`src/rtl/cpm_delta_rd_ctrl.sv`:
```
// Streams a range of delta words from the CPM delta SRAM, reconstructs absolute per-lane values
// by running accumulation, and hands them out through a 2-entry skid buffer. Saturation: CPM_DELTA_SAT_EN.
module cpm_delta_rd_ctrl #(
  parameter int SRAM_DEPTH_BIT = 6,
  parameter int NUM            = 4,
  parameter int DW             = 7,
  parameter int AW             = 12
) (
  input  logic                      clk,
  input  logic                      rst_n,
  input  logic                      start,
  input  logic [SRAM_DEPTH_BIT-1:0] cfg_base_addr,
  input  logic [SRAM_DEPTH_BIT:0]   cfg_len,
  output logic                      busy,
  output logic                      done,
  output logic [SRAM_DEPTH_BIT-1:0] ram_addr_r,
  output logic                      ram_read_en,
  input  logic [NUM*DW-1:0]         ram_data_out,
  output logic                      out_valid,
  input  logic                      out_ready,
  output logic [NUM*AW-1:0]         out_data,
  output logic                      out_last
);

  typedef enum logic [1:0] {S_IDLE, S_RUN, S_DRAIN, S_DONE} state_t;

  state_t                    state;
  logic [SRAM_DEPTH_BIT-1:0] base;
  logic [SRAM_DEPTH_BIT:0]   len;
  logic [SRAM_DEPTH_BIT:0]   rd_cnt;
  logic [SRAM_DEPTH_BIT:0]   out_cnt;
  logic [1:0]                occ;
  logic                      inflight;
  logic [NUM*AW-1:0]         acc;
  logic [NUM*AW-1:0]         acc_nxt;
  logic [NUM*AW-1:0]         buf0;
  logic [NUM*AW-1:0]         buf1;
  logic                      pop;
  logic                      push;
  logic [2:0]                occ_after;
  logic                      last_issue;

  assign busy      = (state != S_IDLE);
  assign done      = (state == S_DONE);
  assign out_valid = (occ != 2'd0);
  assign out_data  = buf0;
  assign out_last  = out_valid && (out_cnt == len - 1'b1);
  assign pop       = out_valid && out_ready;
  assign push      = inflight;

  // Occupancy the buffer would have once the read already in flight lands and this cycle's pop leaves.
  assign occ_after   = {1'b0, occ} + {2'b0, inflight} - {2'b0, pop};
  assign ram_read_en = (state == S_RUN) && (rd_cnt < len) && (occ_after < 3'd2);
  assign ram_addr_r  = base + rd_cnt[SRAM_DEPTH_BIT-1:0];
  assign last_issue  = ram_read_en && (rd_cnt == len - 1'b1);

  for (genvar k = 0; k < NUM; k++) begin : g_lane
    logic signed [AW-1:0] a;
    logic signed [DW-1:0] d;
    assign a = acc[k*AW +: AW];
    assign d = ram_data_out[k*DW +: DW];
`ifdef CPM_DELTA_SAT_EN
    logic signed [AW:0] s;
    assign s = (AW+1)'(a) + (AW+1)'(d);
    assign acc_nxt[k*AW +: AW] = (s[AW] != s[AW-1]) ?
                                 (s[AW] ? {1'b1, {(AW-1){1'b0}}} : {1'b0, {(AW-1){1'b1}}}) :
                                 s[AW-1:0];
`else
    logic signed [AW-1:0] s;
    assign s = a + AW'(d);
    assign acc_nxt[k*AW +: AW] = s;
`endif
  end

  always_ff @(posedge clk or negedge rst_n) begin
    if (!rst_n) begin
      state    <= S_IDLE;
      base     <= '0;
      len      <= '0;
      rd_cnt   <= '0;
      out_cnt  <= '0;
      occ      <= '0;
      inflight <= 1'b0;
      acc      <= '0;
      buf0     <= '0;
      buf1     <= '0;
    end else begin
      inflight <= ram_read_en;
      if (ram_read_en) rd_cnt <= rd_cnt + 1'b1;
      if (pop) out_cnt <= out_cnt + 1'b1;
      if (push) acc <= acc_nxt;

      if (pop) buf0 <= buf1;
      if (push) begin
        if (occ == 2'd0 || (occ == 2'd1 && pop)) buf0 <= acc_nxt;
        else buf1 <= acc_nxt;
      end
      occ <= occ + {1'b0, push} - {1'b0, pop};

      case (state)
        S_IDLE: begin
          if (start) begin
            base    <= cfg_base_addr;
            len     <= cfg_len;
            rd_cnt  <= '0;
            out_cnt <= '0;
            acc     <= '0;
            state   <= S_RUN;
          end
        end
        // A zero-length job idles one cycle here so done lands two cycles after start.
        S_RUN: begin
          if (len == '0) state <= S_DONE;
          else if (last_issue) state <= S_DRAIN;
        end
        S_DRAIN: begin
          if (pop && out_last) state <= S_DONE;
        end
        default: state <= S_IDLE;
      endcase
    end
  end

endmodule

```
`config.mk`:
```
export PLATFORM = sky130hd
export DESIGN_NAME = cpm_delta_rd_ctrl
export DESIGN_NICKNAME = d
export VERILOG_FILES = /design/src/rtl/cpm_delta_rd_ctrl.sv
export SDC_FILE = /design/constraint.sdc
export NUM_CORES = 1
export LEC_CHECK = 0
export BUFFER_PORTS_ARGS = -buffer_cell sky130_fd_sc_hd__buf_2
export CAP_MARGIN = 25
export CELL_PAD_IN_SITES_DETAIL_PLACEMENT = 1
export CELL_PAD_IN_SITES_GLOBAL_PLACEMENT = 1
export CORE_MARGIN = 2
export CORE_UTILIZATION = 49
export CTS_CLUSTER_SIZE = 20
export DETAILED_ROUTE_END_ITERATION = 10
export PLACE_DENSITY = 0.86
export SLEW_MARGIN = 25
export SYNTH_ARGS = -nofsm -noshare
export SYNTH_HDL_FRONTEND = slang
export SYNTH_SLANG_ARGS = --single-unit
```
`constraint.sdc`:
```
create_clock -name clk -period 5.5 [get_ports clk]
set_input_delay 1.1 -clock clk [delete_from_list [all_inputs] [get_ports clk]]
set_output_delay 1.1 -clock clk [all_outputs]
set_load 0.01 [all_outputs]
```
# Word-level counts from Yosys, hierarchy flattened

Cells that the tools add are included.

ROM bits: 0
Register bits: 176
Output and inout port bits: 59
Bits in latches: 0
RAM bits: 0
Memories: 0

Add/subtract/negate cells: 12
Multipliers: 0
Reductions and logical operators: 16
Divide/modulo/power cells: 0
Bitwise logic cells: 1
Order comparisons: 2
Equality and inequality tests: 9
Mux-type cells: 17
Shift operators: 0

Operator list:

| kind                                                                          | count |
|---|---|
| 48-bit two-way mux                                                            | 6 |
| 12-bit by 7-bit adder with 12-bit output                                      | 4 |
| 7-bit two-way mux                                                             | 6 |
| 7-bit by 1-bit adder with 7-bit output (second input constant)                | 2 |
| 7-bit == test                                                                 | 2 |
| 2-bit two-way mux                                                             | 4 |
| 1-bit logical AND                                                             | 7 |
| 7-bit logical NOT                                                             | 1 |
| 7-bit less-than comparator                                                    | 1 |
| 7-bit by 1-bit subtractor with 7-bit output (second input constant)           | 1 |
| 6-bit adder                                                                   | 1 |
| 2-bit one-hot mux with 3 select lines                                         | 1 |
| 2-bit by 1-bit == test with 1-bit output (second input constant)              | 2 |
| 2-bit == test (second input constant)                                         | 2 |
| 2-bit logical NOT                                                             | 2 |
| 2-bit != test (second input constant)                                         | 2 |
| 2-bit AND reduction                                                           | 2 |
| 2-bit nonzero test                                                            | 2 |
| 2-bit by 1-bit adder with 3-bit output                                        | 1 |
| 3-bit by 2-bit less-than comparator with 1-bit output (second input constant) | 1 |
| 3-bit by 2-bit != test with 1-bit output (second input constant)              | 1 |
| 3-bit AND reduction                                                           | 1 |
| 3-bit by 1-bit subtractor with 3-bit output                                   | 1 |
| 2-bit by 1-bit adder with 2-bit output                                        | 1 |
| 3 further kinds                                                               | 3 |

# Depth between registers and ports, before layout

Word-level depth: 9
Mapped depth: 15
Gate-level depth less buffers: 12

# Worst setup path before layout

No wires, ideal clock.

Kind: input -> output
Start: input out_ready
End: output ram_read_en
Path slack: 1.233 ns
Required time: 4.400 ns
Arrival: 3.167 ns
Stages: 10
Cell sequence: and2_1 > clkbuf_1 > clkbuf_1 > nand2_1 > nand2_1 > ha_1 > fa_1 > a211oi_1 > nand4_1 > a41oi_2

Cells in the longest elaborated chain, start to end: 4

Ends and longest elaborated chain:

| what                                                  | RTL line | RTL |
|---|---|---|
| start: declaration                                    | 20       | `input logic out_ready,` |
| 1-bit logical AND                                     | 48       | `assign pop = out_valid && out_ready;` |
| 3-bit by 1-bit subtractor with 3-bit output           | 52       | `assign occ_after = {1'b0, occ} + {2'b0, inflight} - {2'b0, pop};` |
| net occ_after[1]                                      | 40       | `logic [2:0] occ_after;` |
| 3-bit by 2-bit less-than comparator with 1-bit output | 53       | `assign ram_read_en = (state == S_RUN) && (rd_cnt < len) && (occ_after < 3'd2);` |
| 1-bit logical AND                                     | 53       |  |
| end: declaration                                      | 17       | `output logic ram_read_en,` |

The timed path passes the listed nets, and every way through them passes these cells.

# Final worst setup path

Start: register occ[1]
End: output ram_read_en

Cells in the longest elaborated chain, start to end: 5

Ends and longest elaborated chain:

| what                                                                           | RTL line | RTL |
|---|---|---|
| start: declaration                                                             | 32       | `logic [1:0] occ;` |
| start signal: assignment                                                       | 98       | `occ <= occ + {1'b0, push} - {1'b0, pop};` |
| branches (longest 2 deep; another with 2-bit by 1-bit adder with 3-bit output) | n/a      |  |
| 3-bit by 1-bit subtractor with 3-bit output *                                  | 52       |  |
| net occ_after[1]                                                               | 40       |  |
| 3-bit by 2-bit less-than comparator with 1-bit output *                        | 53       |  |
| 1-bit logical AND *                                                            | 53       |  |

Mark *: on every way through the listed nets, which the timed path passes.

==> impl_metrics.json <==
{
  "clock_latency_ps": 440,
  "cts_tree": "yes",
  "p_switching_w": 0.00276,
  "syn_to_final_growth_pct": 13.2,
  "power.internal_w": 0.00380,
  "finalWeightedCongestion": 0.821,
  "nNetsFinal": 1317,
  "grt_overflow": 0,
  "h-tree-depth": 4,
  "crit_path_end_kind": "primary output",
  "initial_core_util": 0.502,
  "avgSynthCellArea_sq_um": 9.10,
  "seq_power_share": 0.328,
  "holdBufCountCts": 0,
  "ys_top_cells_by_area": "dfrtp_1 43%, ha_1 8.0%, nand2_1 7.3%",
  "synth_edf_count": 0,
  "critical_path.max_stage_delay_ps": 470,
  "die_w_microns": 148,
  "synth_area_sq_um": 10200,
  "wl_microns": 29000,
  "critPathKind": "reg -> out",
  "async_flop_share": 1.00,
  "root_buffer": "clkbuf_16",
  "rsz0062_at_grt": "no",
  "ys_ff_latch": 176,
  "grt_max_degree": 101,
  "dpl.hpwl_microns": 18800,
  "path_clk_slew_ps": 70,
  "synthesis.instances": 1123,
  "final_cells": 1483,
  "vdd_drop_max_uv": 244,
  "fin_crit_sh": 0.800,
  "hold_violations": 0,
  "finalSetupTns_ps": 0,
  "place_inst": 1452,
  "grt_pass1_vias": 9028,
  "fmax_mhz": 227,
  "pwr_density_cell_nw_per_um2": 567,
  "leakagePower_nw": 5.69,
  "ant_nets": 0,
  "die_y_microns": 148,
  "slowest_stage": "fa_1",
  "grt_pass1_wl_microns": 47300,
  "cts_sinks": 176,
  "final.min_clock_period_ps": 4400,
  "crit_arrival_ps": 3300,
  "syn-num-nets": 1239,
  "drc": 0,
  "synthFlopType": "dfrtp_1",
  "track_usage": 0.272,
  "outcome": "finished clean",
  "pin_count": 104,
  "start_kind": "register",
  "post_route_cells_drive_above_1_share": 0.147,
  "fin_skew_ps": 10.1,
  "diodes": 0,
  "drt_iter0_markers": 429,
  "seq_area_frac_synth": 0.431,
  "cts_buffer_depth": 2,
  "worst_pin_slew_ps": 795,
  "required_ps": 4400,
  "yosysWarnings": 0,
  "postCtsSetupBuffers": 0,
  "maxSlewViolCount": 0,
  "swShare": 0.420,
  "viasPerCell": 5.76,
  "ctsResizeCount": 0,
  "relSlewSlack": 0.470,
  "dieArea_sq_um": 22000,
  "fill_cells": 2368,
  "synth_top_area_share": 0.431,
  "rows": 52,
  "synth_most_common_cell": "nand2_1",
  "synthTopCellsByCount": "198 x nand2_1, 176 x dfrtp_1, 80 x nor2_1, 78 x a21oi_1, 65 x ha_1",
  "hold_class": "reg -> reg",
  "path_cells": "or2_1 -> and2_2 -> nand2_1 -> nand2_1 -> ha_1 -> fa_1 -> a211oi_1 -> nand4_1 -> a41oi_2 -> buf_2",
  "post-synth-top-area-cell": "dfrtp_1",
  "crit_top_cell": "nand2_1",
  "clkPwrFrac": 0.193,
  "drv_cap": 0,
  "cts_buffers": 17,
  "ys_types": 56,
  "portBuffers": 103,
  "setup_viol": 0,
  "crit_fanout": 10,
  "antenna_found_initial": 0,
  "core_area_sq_um": 20400,
  "drt-pass1-iter-count": 4,
  "vias": 8542,
  "wire_per_inst_microns": 19.5,
  "combPwrFrac": 0.479
}
[cell families after synthesis]
kind of cell / after synthesis / share of synthesized area
buf+inv: 108 / 0.0405
xor+xnor: 67 / 0.0615
fa+ha+maj: 71 / 0.0914
flops: 176 / 0.431
mux: 39 / 0.0412
compound gates: 260 / 0.157
simple gates: 402 / 0.177
[stage by stage]
step                setup slack, ps  area, sq um  hold slack [ps]   util  power, W
floorplan                      1230        10200              450      -   0.00432
global placement               1200        11000              461  0.538   0.00505
detailed placement             1100        11000              470  0.538   0.00525
CTS                            1100        11600              489  0.568   0.00660
global route                    907        11600              521  0.568   0.00704
finish                         1100        11600              484  0.568   0.00656
[power by group through the flow]
stage          clock [W]  combinational (W)  sequential, W
2_1_floorplan          0            0.00221        0.00211
3_5_place_dp           0            0.00309        0.00216
3_3_place_gp           0            0.00293        0.00212
6_report         0.00127            0.00314        0.00215
5_1_grt          0.00133            0.00350        0.00220
4_1_cts          0.00128            0.00317        0.00215
[layout by cell type (no fill, tap or decap), types with 21 or more instances in the layout]
cell / netlist / layout
nand2_1: 198 / 196
dfrtp_1: 176 / 175
buf_2: 1 / 102
nor2_1: 80 / 80
a21oi_1: 78 / 78
ha_1: 65 / 65
inv_1: 54 / 54
xnor2_1: 43 / 43
o21ai_0: 43 / 43
o21ai_1: 41 / 41
and3_1: 34 / 34
xor2_1: 21 / 21
mux2i_1: 21 / 21
[path summary, 6_finish.rpt]
path | endpoint | slack (ps) | from | depth (start not counted)
hold reg to reg | buf1[39] | 480 | buf1[39] | 2
setup / recovery | ram_read_en | 1100 | occ[1] | 10
max in group asynchronous | acc[17] | 3790 | rst_n | 2
setup reg to reg | state[0] | 1940 | occ[1] | 12
hold / removal | buf1[39] | 480 | buf1[39] | 2
min in group asynchronous | out_data[4] | 690 | rst_n | 1
[flip-flops by register name (all words and copies together) (netlist names)]
name,count
acc,48
base,6
buf1,48
inflight,1
len,7
occ,2
out_cnt,7
out_data,48
rd_cnt,7
state,2
[area by class of cell]
type | count | area (sq um) | share of cell area
clock inverters | 13 | 164 | 0.0142
repair buffers | 112 | 602 | 0.0520
clock buffers | 18 | 439 | 0.0380
flip-flops and latches | 176 | 4410 | 0.381
inverters | 55 | 206 | 0.0178
multi-input cells | 839 | 5410 | 0.468
well taps | 270 | 338 | 0.0292
[critical path, delay by kind of cell, from the launching register on]
family          cells  cell delay, ps
compound gates      2             650
simple gates        5             860
fa+ha+maj           2             680
buf+inv             1             240
flops               1             430
[layer usage]
layer,global-route usage,vias up,wire [microns]
met5,0,-,0
met4,0.0838,0,595
met3,0.0417,47,1030
met2,0.497,198,15200
met1,0.330,4282,12200
li1,-,4015,-
(Power assumes the default switching activity.)
